**src/rtl/mdu_sched_if.sv**
```systemverilog
// Signal bundle between the issue logic, the mult/div engines and the MDU sequencer.
// Handshake: an op is taken on a rising clk edge when op_valid=1, op!=NOP, flush_i=0 and stall_o=0;
// the issuer holds op/src_a/src_b steady while stall_o is high.
interface mdu_sched_if;
    logic        op_valid;
    logic [2:0]  op;
    logic [31:0] src_a;
    logic [31:0] src_b;
    logic        flush_i;
    logic        stall_o;
    logic [1:0]  mult_op;
    logic [1:0]  div_op;
    logic [31:0] eng_a;
    logic [31:0] eng_b;
    logic        mult_done;
    logic        div_done;
    logic [63:0] mult_res;
    logic [63:0] div_res;
    logic [31:0] hi_o;
    logic [31:0] lo_o;
    logic        busy_o;
    logic        err_timeout;
    logic [1:0]  state_o;

    modport slave (
        input  op_valid, op, src_a, src_b, flush_i,
        input  mult_done, div_done, mult_res, div_res,
        output stall_o, mult_op, div_op, eng_a, eng_b,
        output hi_o, lo_o, busy_o, err_timeout, state_o
    );

    modport master (
        output op_valid, op, src_a, src_b, flush_i,
        output mult_done, div_done, mult_res, div_res,
        input  stall_o, mult_op, div_op, eng_a, eng_b,
        input  hi_o, lo_o, busy_o, err_timeout, state_o
    );
endinterface

```
**src/rtl/mdu_sched.sv**
```systemverilog
// Sequencer for the multi-cycle mult/div engines: starts one op at a time, owns HI/LO,
// stalls issue while an op is in flight, and handles flush, divide-by-zero and a watchdog.
module mdu_sched #(
    parameter int TIMEOUT     = 64,
    parameter bit DIV0_BYPASS = 1'b1
) (
    input  logic       clk,
    input  logic       rst,
    mdu_sched_if.slave bus
);
    localparam int CNT_W = $clog2(TIMEOUT + 1);
    localparam logic [CNT_W-1:0] CNT_LAST = CNT_W'(TIMEOUT - 1);

    localparam logic [2:0] OP_NOP   = 3'd0;
    localparam logic [2:0] OP_MULT  = 3'd1;
    localparam logic [2:0] OP_MULTU = 3'd2;
    localparam logic [2:0] OP_DIV   = 3'd3;
    localparam logic [2:0] OP_DIVU  = 3'd4;
    localparam logic [2:0] OP_MTHI  = 3'd5;
    localparam logic [2:0] OP_MTLO  = 3'd6;

    typedef enum logic [1:0] {
        S_IDLE   = 2'd0,
        S_WAIT_M = 2'd1,
        S_WAIT_D = 2'd2,
        S_DRAIN  = 2'd3
    } state_e;

    state_e           state_q, state_d;
    logic [31:0]      hi_q, hi_d, lo_q, lo_d;
    logic [31:0]      eng_a_q, eng_a_d, eng_b_q, eng_b_d;
    logic [1:0]       mult_op_q, mult_op_d, div_op_q, div_op_d;
    logic             sel_div_q, sel_div_d;
    logic [CNT_W-1:0] cnt_q, cnt_d;
    logic             err_q, err_d;

    logic        op_req, stall, accept, start_cycle, done_seen, timeout_hit, div_by_zero;
    logic [63:0] eng_res;

    assign op_req      = bus.op_valid && (bus.op != OP_NOP);
    assign stall       = op_req && (state_q != S_IDLE);
    assign accept      = op_req && !bus.flush_i && !stall;
    assign div_by_zero = DIV0_BYPASS && (bus.src_b == 32'd0);
    // Done from the previous op is still held during the start cycle, so it is ignored there.
    assign start_cycle = (mult_op_q != 2'b00) || (div_op_q != 2'b00);
    assign done_seen   = (sel_div_q ? bus.div_done : bus.mult_done) && !start_cycle;
    assign eng_res     = sel_div_q ? bus.div_res : bus.mult_res;
    assign timeout_hit = (cnt_q == CNT_LAST);

    always_comb begin
        state_d   = state_q;
        hi_d      = hi_q;
        lo_d      = lo_q;
        eng_a_d   = eng_a_q;
        eng_b_d   = eng_b_q;
        mult_op_d = 2'b00;
        div_op_d  = 2'b00;
        sel_div_d = sel_div_q;
        cnt_d     = cnt_q + CNT_W'(1);
        err_d     = err_q;

        unique case (state_q)
            S_IDLE: begin
                cnt_d = '0;
                if (accept) begin
                    case (bus.op)
                        OP_MULT, OP_MULTU: begin
                            eng_a_d   = bus.src_a;
                            eng_b_d   = bus.src_b;
                            mult_op_d = (bus.op == OP_MULT) ? 2'b10 : 2'b01;
                            sel_div_d = 1'b0;
                            state_d   = S_WAIT_M;
                        end
                        OP_DIV, OP_DIVU: begin
                            if (div_by_zero) begin
                                hi_d = bus.src_a;
                                lo_d = 32'hFFFF_FFFF;
                            end else begin
                                eng_a_d   = bus.src_a;
                                eng_b_d   = bus.src_b;
                                div_op_d  = (bus.op == OP_DIV) ? 2'b10 : 2'b01;
                                sel_div_d = 1'b1;
                                state_d   = S_WAIT_D;
                            end
                        end
                        OP_MTHI: hi_d = bus.src_a;
                        OP_MTLO: lo_d = bus.src_a;
                        default: ;
                    endcase
                end
            end
            S_WAIT_M, S_WAIT_D: begin
                // Flush beats a same-cycle done: the result is dropped.
                if (bus.flush_i) begin
                    if (done_seen) begin
                        state_d = S_IDLE;
                    end else begin
                        state_d = S_DRAIN;
                        cnt_d   = '0;
                    end
                end else if (done_seen) begin
                    {hi_d, lo_d} = eng_res;
                    state_d      = S_IDLE;
                end else if (timeout_hit) begin
                    err_d   = 1'b1;
                    state_d = S_IDLE;
                end
            end
            S_DRAIN: begin
                if (done_seen) begin
                    state_d = S_IDLE;
                end else if (timeout_hit) begin
                    err_d   = 1'b1;
                    state_d = S_IDLE;
                end
            end
            default: state_d = S_IDLE;
        endcase
    end

    always_ff @(posedge clk) begin
        if (rst) begin
            state_q   <= S_IDLE;
            hi_q      <= '0;
            lo_q      <= '0;
            eng_a_q   <= '0;
            eng_b_q   <= '0;
            mult_op_q <= 2'b00;
            div_op_q  <= 2'b00;
            sel_div_q <= 1'b0;
            cnt_q     <= '0;
            err_q     <= 1'b0;
        end else begin
            state_q   <= state_d;
            hi_q      <= hi_d;
            lo_q      <= lo_d;
            eng_a_q   <= eng_a_d;
            eng_b_q   <= eng_b_d;
            mult_op_q <= mult_op_d;
            div_op_q  <= div_op_d;
            sel_div_q <= sel_div_d;
            cnt_q     <= cnt_d;
            err_q     <= err_d;
        end
    end

    assign bus.stall_o     = stall;
    assign bus.mult_op     = mult_op_q;
    assign bus.div_op      = div_op_q;
    assign bus.eng_a       = eng_a_q;
    assign bus.eng_b       = eng_b_q;
    assign bus.hi_o        = hi_q;
    assign bus.lo_o        = lo_q;
    assign bus.busy_o      = (state_q != S_IDLE);
    assign bus.err_timeout = err_q;
    assign bus.state_o     = state_q;
endmodule

```
**src/flat_wrapper.sv**
```systemverilog
// flat-port wrapper written by rule: the top's interface ports become plain ports
module mdu_sched_flat 
#(
    parameter int TIMEOUT     = 64,
    parameter bit DIV0_BYPASS = 1'b1
)
  (clk, rst, bus_op_valid, bus_op, bus_src_a, bus_src_b, bus_flush_i, bus_mult_done, bus_div_done, bus_mult_res, bus_div_res, bus_stall_o, bus_mult_op, bus_div_op, bus_eng_a, bus_eng_b, bus_hi_o, bus_lo_o, bus_busy_o, bus_err_timeout, bus_state_o);
  mdu_sched_if bus_i ();
  input  logic clk;
  input  logic rst;
  input wire logic [$bits(bus_i.op_valid)-1:0] bus_op_valid;
  input wire logic [$bits(bus_i.op)-1:0] bus_op;
  input wire logic [$bits(bus_i.src_a)-1:0] bus_src_a;
  input wire logic [$bits(bus_i.src_b)-1:0] bus_src_b;
  input wire logic [$bits(bus_i.flush_i)-1:0] bus_flush_i;
  input wire logic [$bits(bus_i.mult_done)-1:0] bus_mult_done;
  input wire logic [$bits(bus_i.div_done)-1:0] bus_div_done;
  input wire logic [$bits(bus_i.mult_res)-1:0] bus_mult_res;
  input wire logic [$bits(bus_i.div_res)-1:0] bus_div_res;
  output wire logic [$bits(bus_i.stall_o)-1:0] bus_stall_o;
  output wire logic [$bits(bus_i.mult_op)-1:0] bus_mult_op;
  output wire logic [$bits(bus_i.div_op)-1:0] bus_div_op;
  output wire logic [$bits(bus_i.eng_a)-1:0] bus_eng_a;
  output wire logic [$bits(bus_i.eng_b)-1:0] bus_eng_b;
  output wire logic [$bits(bus_i.hi_o)-1:0] bus_hi_o;
  output wire logic [$bits(bus_i.lo_o)-1:0] bus_lo_o;
  output wire logic [$bits(bus_i.busy_o)-1:0] bus_busy_o;
  output wire logic [$bits(bus_i.err_timeout)-1:0] bus_err_timeout;
  output wire logic [$bits(bus_i.state_o)-1:0] bus_state_o;
  assign bus_i.op_valid = bus_op_valid;
  assign bus_i.op = bus_op;
  assign bus_i.src_a = bus_src_a;
  assign bus_i.src_b = bus_src_b;
  assign bus_i.flush_i = bus_flush_i;
  assign bus_i.mult_done = bus_mult_done;
  assign bus_i.div_done = bus_div_done;
  assign bus_i.mult_res = bus_mult_res;
  assign bus_i.div_res = bus_div_res;
  assign bus_stall_o = bus_i.stall_o;
  assign bus_mult_op = bus_i.mult_op;
  assign bus_div_op = bus_i.div_op;
  assign bus_eng_a = bus_i.eng_a;
  assign bus_eng_b = bus_i.eng_b;
  assign bus_hi_o = bus_i.hi_o;
  assign bus_lo_o = bus_i.lo_o;
  assign bus_busy_o = bus_i.busy_o;
  assign bus_err_timeout = bus_i.err_timeout;
  assign bus_state_o = bus_i.state_o;
  mdu_sched #(.TIMEOUT(TIMEOUT), .DIV0_BYPASS(DIV0_BYPASS)) u_core (.clk(clk), .rst(rst), .bus(bus_i));
endmodule
```
**config.mk**
```make
export PLATFORM = sky130hd
export DESIGN_NAME = mdu_sched_flat
export DESIGN_NICKNAME = d
export VERILOG_FILES = /design/src/rtl/mdu_sched_if.sv /design/src/rtl/mdu_sched.sv /design/src/flat_wrapper.sv
export SDC_FILE = /design/constraint.sdc
export NUM_CORES = 1
export LEC_CHECK = 0
export ABC_AREA = 1
export CAP_MARGIN = 20
export CORE_UTILIZATION = 47
export DETAILED_ROUTE_END_ITERATION = 12
export HOLD_SLACK_MARGIN = 0.12
export PLACE_DENSITY = 0.95
export SETUP_SLACK_MARGIN = 0.4
export SYNTH_ARGS = -nofsm -noshare
export SYNTH_HDL_FRONTEND = slang
export SYNTH_SLANG_ARGS = --single-unit
```
**constraint.sdc**
```tcl
create_clock -name clk -period 4.1 [get_ports clk]
set_input_delay 1.025 -clock clk [delete_from_list [all_inputs] [get_ports clk]]
set_output_delay 1.025 -clock clk [all_outputs]
set_load 0.01 [all_outputs]
```
==> results list, run 1 <==
- The flow ran to the end, and the final reports show no timing, DRC or antenna violations.
- Data required time of the critical path: ~3 ns
- Number of cells on the worst hold path: 1
* Leakage component of the power: about 0.0053 uW
- Total half-perimeter wirelength after legalization and detailed placement: between 20000 and 25000 um
- Reg2Reg Setup Slack: about 1.3 ns
* TritonCTS sink count: between 100 and 150
- The congestion estimate from routability-driven global placement came to about 0.90.
- Of all nets on the critical path, the largest fanout is 5.
- The floorplan step set the die width to around 130 um.
- Vias in the first global route: 8517
- Fraction of synthesized area in multiplexers: 0%
* Worst-case clock buffer depth: 2
- STA classifies the critical path endpoint as an output pin.
- By startpoint and endpoint, the worst setup path is classified as input pin to output pin.
- Final worst path period need: roughly 3.5 ns
- Power per cell area: slightly above 600 nW/um^2
* Layout overhead on the synthesized area: 49.1%
* Worst reg2reg path endpoint: u_core.bus.lo_o[22]$_SDFFE_PP0P_
- Proportion of power drawn by the clock network: approximately 23%
- Post-synth ARST share: 0%
* Proportion of layout cells with a drive suffix above 1: under 10%
* Standard cell with the maximum stage delay on the critical path: clkdlybuf4s50_1
- Number of vias after detailed routing: between 9000 and 10000
- Path type of the worst min-delay path: flip-flop to flip-flop
- Transition time at the pin with the least slew margin: approximately 0.83 ns
- STA classifies the critical path startpoint as an input pin.
- The initial antenna violation count came to 1.
- Worst r2r path cells: 9
* Adder-Cell Fraction of Synth Area: less than 1%
* Total of buffers placed on input and output ports: 337
- Post-route DRC: 0
- In the global route stage, met1 resource usage came out at 37.6%.
- Detailed-router iteration count before antenna repair: 6
- Top cells by area, synth: dfxtp_1 (36%), nand2_1 (13%), nor2_1 (12%), a21oi_1 (10%), nand3_1 (8.9%)
* M2 GR Usage: between 50% and 60%
- Share of the clock period used by the worst path after layout: between 80% and 90%
- Largest net degree at the start of global routing: between 80 and 90
* Start point of the worst min-delay path: u_core.cnt_q[0]$_SDFF_PP0_
- Between clock sinks in the finished design, the worst skew comes to between 0.009 and 0.01 ns.
- Final non-filler cell area: 11900 um^2
- The final layout contains between 1500 and 2000 nets.
- By area, the combinational part of the netlist is dominated by simple AND/OR/NAND/NOR gates.
- Initial core utilization: about half
- Hold bufs inserted after CTS: 0
* Synth top area share: 35.9%
- The worst hold path terminates at u_core.cnt_q[0]$_SDFF_PP0_.
- The first global-routing pass estimated between 40000 and 50000 um of wire.
* RSZ-0062 raised after global routing: false
- The tool flagged a number of max-cap violations equal to 0.
* Global-route met3 utilization: 6.84%
- Cells after Synth: ~1300
- Combined global-route utilization of all metal layers: between 30 and 40%
- After Yosys synthesis, XOR and XNOR cells account for less than 1% of the synthesized area.
* H-tree Lvls: 4
* Total chip power: just over 7000 uW
* Multi-input gate area: just over 4000 um^2
- From bottom edge to top edge, the die measures roughly 130 um.
- Site row count: 47
- Sequential area share after synthesis: 35.9%
- Number of buffers created by CTS: 17
- Final Max Slew Viols: 0
* Clk pin slew, worst setup/hold paths: around 0.06 ns
- Cell internal power was estimated by the tool at between 4000 and 5000 uW.
* Post-CTS Setup Bufs: 0
- Post-DR vias/cell: between 5 and 6
- In this run, the combinational gates consume about half of the power.
* GRT Residual Overflow: 0
- Die area: 17500 um^2
- The final-report hold violation count was 0.
- In this run, synthesis produced a sequential element count of approximately 140.
- After synthesis the cells add up to 7970 um^2.
- Highest Clock Rate: ~290 MHz
- Synth Net Count: 1486
* Total of cells resized after clock tree synthesis: 0
* Number of primary I/O pins: approximately 340
- Clock insertion delay at the later pin of the skew report: 0.42 ns
- In this run the standard cell core region covers around 17000 um^2.
- In the final timing run, aggregate negative setup slack is 0 ns.
* Syn Area/Cell: slightly above 6 um^2
- After detailed placement, the total cell area comes to roughly 11000 um^2.
- Data arrives at the worst endpoint at 2.45 ns.
- For this design the total switching power over the nets is approximately 2900 uW.
* Area occupied by registers: between 2000 and 3000 um^2
- Leading area contributor after synthesis: dfxtp_1
- Clock tree synthesis selected as its root buffer the cell clkbuf_16.
- Final hold analysis gives a worst-case slack of around 0.46 ns.
- Reg-to-reg critical path startpoint: u_core.bus.state_o[0]$_SDFFE_PP0P_
* EDFF count, synth: 0
* Maximum vdd ir drop: around 0.44 mV
* First DRT Iteration DRCs: around 960
* Count of synthesis-stage warnings from yosys: 0
* Setup WS pre-CTS: between 0.6 and 0.7 ns
- Once routing completed, OpenROAD measured the worst setup slack at around 0.62 ns.
- The layout has about 1300 filler cells.
* Most congested layer reported by global routing: met2
* Cells along the critical path: clkdlybuf4s50_1 -> nor2_1 -> nand2_1 -> nand2_1 -> nor2_1 -> clkdlybuf4s50_1
* Worst path max stage delay: ~0.54 ns
- In this run the tightest slew margin relative to its limit is between 40% and 50%.
* Flop pwr share: about 27%
- Setup violations remaining at the end of the flow were counted as 0.
- Area fraction in compound gates after synthesis: approximately 14%
- For this block, the routed nets add up to just under 30000 um of wire.
- In this run switching power makes up 40.5% of total power.
- After synthesis, the netlist uses 31 different library cells.
- For this run, the leading register cell type out of synthesis is dfxtp_1.
* Wire length per cell: 16.6 um
- Clock tree from TritonCTS: yes
- Area fraction in and, or, nand and nor cells after synthesis: between 30% and 40%
- In this run the remaining antenna-violating nets after routing total 0.
-- how the worst max path moves through the flow --
stage,cells past startpoint,endpoint,start
2_1_floorplan,4,bus_stall_o,bus_op[2]
3_3_place_gp,6,bus_stall_o,bus_op[0]
3_5_place_dp,6,bus_stall_o,bus_op[0]
4_1_cts,6,bus_stall_o,bus_op[0]
5_1_grt,6,bus_stall_o,bus_op[0]
6_report,6,bus_stall_o,bus_op[0]
-- critical path: cells and delay by family --
kind,cells,cell delay (ns)
buffers and inverters,2,1.08
AND/OR/NAND/NOR,4,0.34
-- power by group through the flow --
stage	combinational, uW	sequential (uW)	clock [uW]
2_1_floorplan	1930	2140	0
3_3_place_gp	3480	1970	0
3_5_place_dp	3540	1990	0
4_1_cts	3570	1970	1670
5_1_grt	3880	2010	1730
6_report	3600	1970	1660
-- cell usage in the layout (no fill, tap or decap), types with 2 or more instances in the layout --
master and n:
clkinv_4 3, buf_12 5, nand2_4 2, o21ai_0 45, clkinvlp_4 3, nand3_1 141, a21oi_1 166, inv_1 108
dfxtp_1 142, nor2_2 2, nand2_1 265, inv_2 5, nand3_2 2, nor2_1 264, clkdlybuf4s50_1 337, nand2_2 4
clkbuf_16 17, bufinv_16 4, clkinv_2 2, nor3_1 21, buf_4 9, ha_1 3, nor2_8 2
-- flip-flops by register name, indices dropped and copies added (netlist names) --
| name | cells |
|---|---|
| u_core.bus.state_o | 2 |
| u_core.bus.lo_o | 32 |
| u_core.bus.div_op | 2 |
| u_core.bus.hi_o | 32 |
| u_core.bus.mult_op | 2 |
| u_core.bus.eng_b | 32 |
| u_core.sel_div_q | 1 |
| u_core.bus.err_timeout | 1 |
| u_core.cnt_q | 7 |
| u_core.bus.eng_a | 32 |
-- kinds of logic after synthesis --
group / Yosys count
and+or+nand+nor: 709
buffers and inverters: 209
xor gates and xnor gates: 1
DFF: 143
adders and majority gates: 4
AOI/OAI and AO/OA: 215
-- layout make-up --
| type | instances | share of cell area, % |
|---|---|---|
| clock inverters | 13 | 1.58 |
| inverters | 114 | 3.62 |
| multi-input cells | 929 | 34.8 |
| diodes | 1 | 0.0211 |
| flip-flops and latches | 143 | 24.1 |
| clock buffers | 19 | 3.73 |
| well taps | 220 | 2.32 |
| repair buffers | 351 | 29.8 |
-- synth_stat cells (2+ instances only) --
master and number:
nand2_1 267, nor2_1 264, a21oi_1 166, dfxtp_1 143, nand3_1 141, inv_1 108, o21ai_0 45, clkbuf_1 33
buf_2 30, nor3_1 21, buf_6 19, buf_4 11, inv_2 5, ha_1 4, nand2_2 4, buf_1 2
nand3_2 2, nor2_2 2, nor2_8 2
-- layer usage --
metal | up-vias | part of all wire, % | routed length (um)
li1 | 4622 | - | -
met3 | 87 | 8.4 | 2510
met5 | - | 0 | 0
met2 | 470 | 50 | 14800
met4 | 0 | 4.4 | 1310
met1 | 4243 | 37 | 11100
-- metrics by stage --
stage	std cells	util (%)
after CTS	1789	71.6
after floorplan	1281	-
after global placement	1757	67.8
after global routing	1790	71.7
after detailed placement	1757	67.8
final	1790	71.7
Power figures use the tool's default switching activity.
==> run 2: changes to the inputs <==
Settings changed: CORE_ASPECT_RATIO from default to 1.4, CORE_UTILIZATION 47 to 39, PLACE_DENSITY 0.95 to 0.86.
Clock period 4.1 ns to 3.2 ns, I/O delays scaled along.
==> run 2 against run 1 <==
Design area grew 1.0%. Non-clock buffer count up 5. Via count decreased by 2.7%. Critical path depth stayed put. Highest routed layer unchanged. Total power rose by 24%. Sequential power is 28% higher. Sequential share of layout area fell by 0.25 points.
==> results list, run 2 (same netlist as run 1, synthesis figures left out) <==
* Hold bufs inserted after CTS: 0 (unchanged)
- Die area: 21000 um^2 (was 17500 um^2)
- The number of buffers added on ports is 337 (unchanged).
- The classification of the worst-slack hold path is flip-flop to flip-flop (unchanged).
- Multi-input gate area: 4140 um^2 (unchanged)
* Cells along the critical path: clkdlybuf4s50_1 -> inv_1 -> nand2_1 -> nand2_1 -> nor2_1 -> dlygate4sd2_1 (was clkdlybuf4s50_1 -> nor2_1 -> nand2_1 -> nand2_1 -> nor2_1 -> clkdlybuf4s50_1)
- The count of final setup violators came to 0 (unchanged).
- The largest net degree at the start of global routing was 96 (was 86).
* Category of the critical setup timing path: input pin to output pin (unchanged)
* Number of cells on the worst hold path: 1 (unchanged)
* Power per cell area: 749 nW/um^2 (was 608 nW/um^2)
- The via total after detailed routing was 9169 (was 9422).
* Start point of the worst min-delay path: u_core.cnt_q[0]$_SDFF_PP0_ (unchanged)
* Area occupied by registers: 2860 um^2 (unchanged)
- The slew at the pin closest to its max-slew limit is 0.559 ns (was 0.831 ns).
- The count of non-filler cells in the finished layout came to 1826 (was 1790).
* Run status: complete, no violations (unchanged)
- Standard cell with the maximum stage delay on the critical path: clkdlybuf4s50_1 (unchanged)
- Layout overhead on the synthesized area: 50.6% (was 49.1%)
- The via count of the first global-routing pass is 8151 (was 8517).
* Y dimension of the die: 171 um (was 132 um)
- The count of H-tree levels built during CTS is 4 (unchanged).
- The detailed-router iteration count before antenna repair came to 5 (was 6).
- RSZ-0062 raised after global routing: false (unchanged).
- The number of placed instances with taps included was 1794 (was 1757).
* Top library cells by usage in the layout, fill and taps aside: clkdlybuf4s50_1 (335), nand2_1 (265), nor2_1 (264), a21oi_1 (166), dfxtp_1 (142) (was clkdlybuf4s50_1 (337), nand2_1 (265), nor2_1 (264), a21oi_1 (166), dfxtp_1 (142))
* Most common cell after layout, fill and taps aside: clkdlybuf4s50_1 (unchanged)
- Area of placed instances: 11400 um^2 (was 11300 um^2)
- Critical Path Sink Type: output pin (unchanged)
- Worst-case clock buffer depth: 2 (unchanged)
- Post-DR vias/cell: 5.02 (was 5.26)
- Final Max Slew Viols: 0 (unchanged)
- Final Wtd Congestion: 0.923 (was 0.900)
* Final Core Density: 60.3% (was 71.7%)
* Setup total negative slack: 0 ns (unchanged)
* Number of antenna violations at the first check in global routing: 0 (was 1)
- The initial core utilization is 40.0% (was 48.1%).
- Total half-perimeter wirelength after legalization and detailed placement: 20800 um (was 21600 um)
* Worst reg2reg path endpoint: u_core.bus.lo_o[12]$_SDFFE_PP0P_ (was u_core.bus.lo_o[22]$_SDFFE_PP0P_)
- The reported leakage power is 0.00533 uW (was 0.00528 uW).
- The fraction of final layout cells with drive strength greater than 1 was 4.70% (was 4.40%).
* Area inside the core boundary: 19900 um^2 (was 16600 um^2)
- For the finished layout, the period the worst path requires is 2.71 ns.
* Number of antenna repair diodes: 0 (was 1)
- After layout, the worst path uses ~85% of the clock period.
- In this design, the critical path's most frequently occurring cell is nand2_1.
* Wire length of the first global-routing pass: 42100 um (was 44900 um)
* Worst-case clock skew: 0.0117 ns (was 0.00954 ns)
- Highest Clock Rate: about 370 MHz
* Number of primary I/O pins: 338 (unchanged)
- Clock insertion delay at the later pin of the skew report: 0.42 ns (about the same)
- Clk pin slew, worst setup/hold paths: 0.06 ns (about the same)
- Arrival time reported for the critical path endpoint: 1.91 ns (was 2.45 ns)
- The final-report hold violation count is 0 (unchanged).
- The critical path data required time was 2.40 ns (was 3.07 ns).
- Reg2Reg Setup Slack: 0.96 ns (was 1.29 ns)
- The total of fill cells in the finished design came to 1834 (was 1301).
- GRT Residual Overflow: 0 (unchanged)
- The clock tree from TritonCTS was yes (unchanged).
- # Max-Cap Violations: 0 (unchanged)
* Site row count: 61 (was 47)
* Post-route DRC: 0 (unchanged)
- Combined global-route utilization of all metal layers: 26.1% (was 33.2%)
* Critical Path Source Type: input pin (unchanged)
- Number of buffers created by CTS: 17 (unchanged)
- Worst relative slew slack: 62.8% (was 44.6%)
* Number of nets in the layout: 1766 (was 1761)
* Worst path max stage delay: 0.50 ns (was 0.54 ns)
- The worst reg2reg path depth is 10 (was 9).
- Total routed wirelength: 28200 um (was 29800 um)
- Final non-filler cell area: 12000 um^2 (was 11900 um^2)
- Highest fanout seen on the critical path: 5 (unchanged)
- Library cell used as clock root buffer: clkbuf_16 (unchanged)
- TritonCTS sink count: 143 (unchanged)
- The worst hold slack came to 0.450 ns (was 0.456 ns).
- Worst Hold End: u_core.cnt_q[0]$_SDFF_PP0_ (unchanged)
* Floorplan die width: 123 um (was 132 um)
* First DRT Iteration DRCs: 600 (was 959)
- The number of nets still failing antenna checks after routing came to 0 (unchanged).
- Reg-to-reg critical path startpoint: u_core.bus.state_o[0]$_SDFFE_PP0P_ (unchanged)
- Maximum vdd ir drop: 0.404 mV (was 0.443 mV)
- Wire length per cell: 15.5 um (was 16.6 um)
run 2: final cells by class:
cell class	instances	share of cell area (%)
clock inverter	13	1.15
clock buffer	19	3.69
sequential	143	23.9
tap	252	2.63
inverter	114	3.58
timing repair buffer	356	30.6
multi-input combinational	929	34.5
run 2: metal layers:
metal	wire length [um]	up-vias	GRT usage, %
met5	0	-	0
met4	956	0	10.8
met3	2240	56	5.90
met2	13800	391	44.8
met1	11200	4097	30.9
li1	-	4625	-
run 2: worst max-delay path by stage:
stage	startpoint	to	slack, ns
4_1_cts	bus_op[2]	bus_stall_o	0.50
2_1_floorplan	bus_op[2]	bus_stall_o	1.25
6_report	bus_op[2]	bus_stall_o	0.49
3_5_place_dp	bus_op[0]	bus_stall_o	0.21
5_1_grt	bus_op[2]	bus_stall_o	0.42
3_3_place_gp	bus_op[0]	bus_stall_o	0.22
run 2: stage by stage:
| step | power [uW] | setup WS [ns] |
|---|---|---|
| 2_1_floorplan | 5220 | 1.25 |
| 4_1_cts | 9030 | 0.498 |
| 5_1_grt | 9580 | 0.424 |
| 3_5_place_dp | 7040 | 0.212 |
| 6_report | 8990 | 0.492 |
| 3_3_place_gp | 6940 | 0.224 |
run 2: worst max-delay path, delay by kind of cell:
family	cells	cell delay, ns
buf+inv	3	0.87
simple gates	3	0.24
run 2: timing repair:
item                       in CTS  in global routing
setup buffers                   0                  0
gates resized for setup         2                  0
setup endpoints to repair       1                  0
run 2: power breakdown:
part / total, uW / switching (uW) / internal [uW]
clock network: 1970 / 802 / 1170
logic: 4500 / 2530 / 1970
registers: 2520 / 257 / 2260
total: 8990 / 3580 / 5410
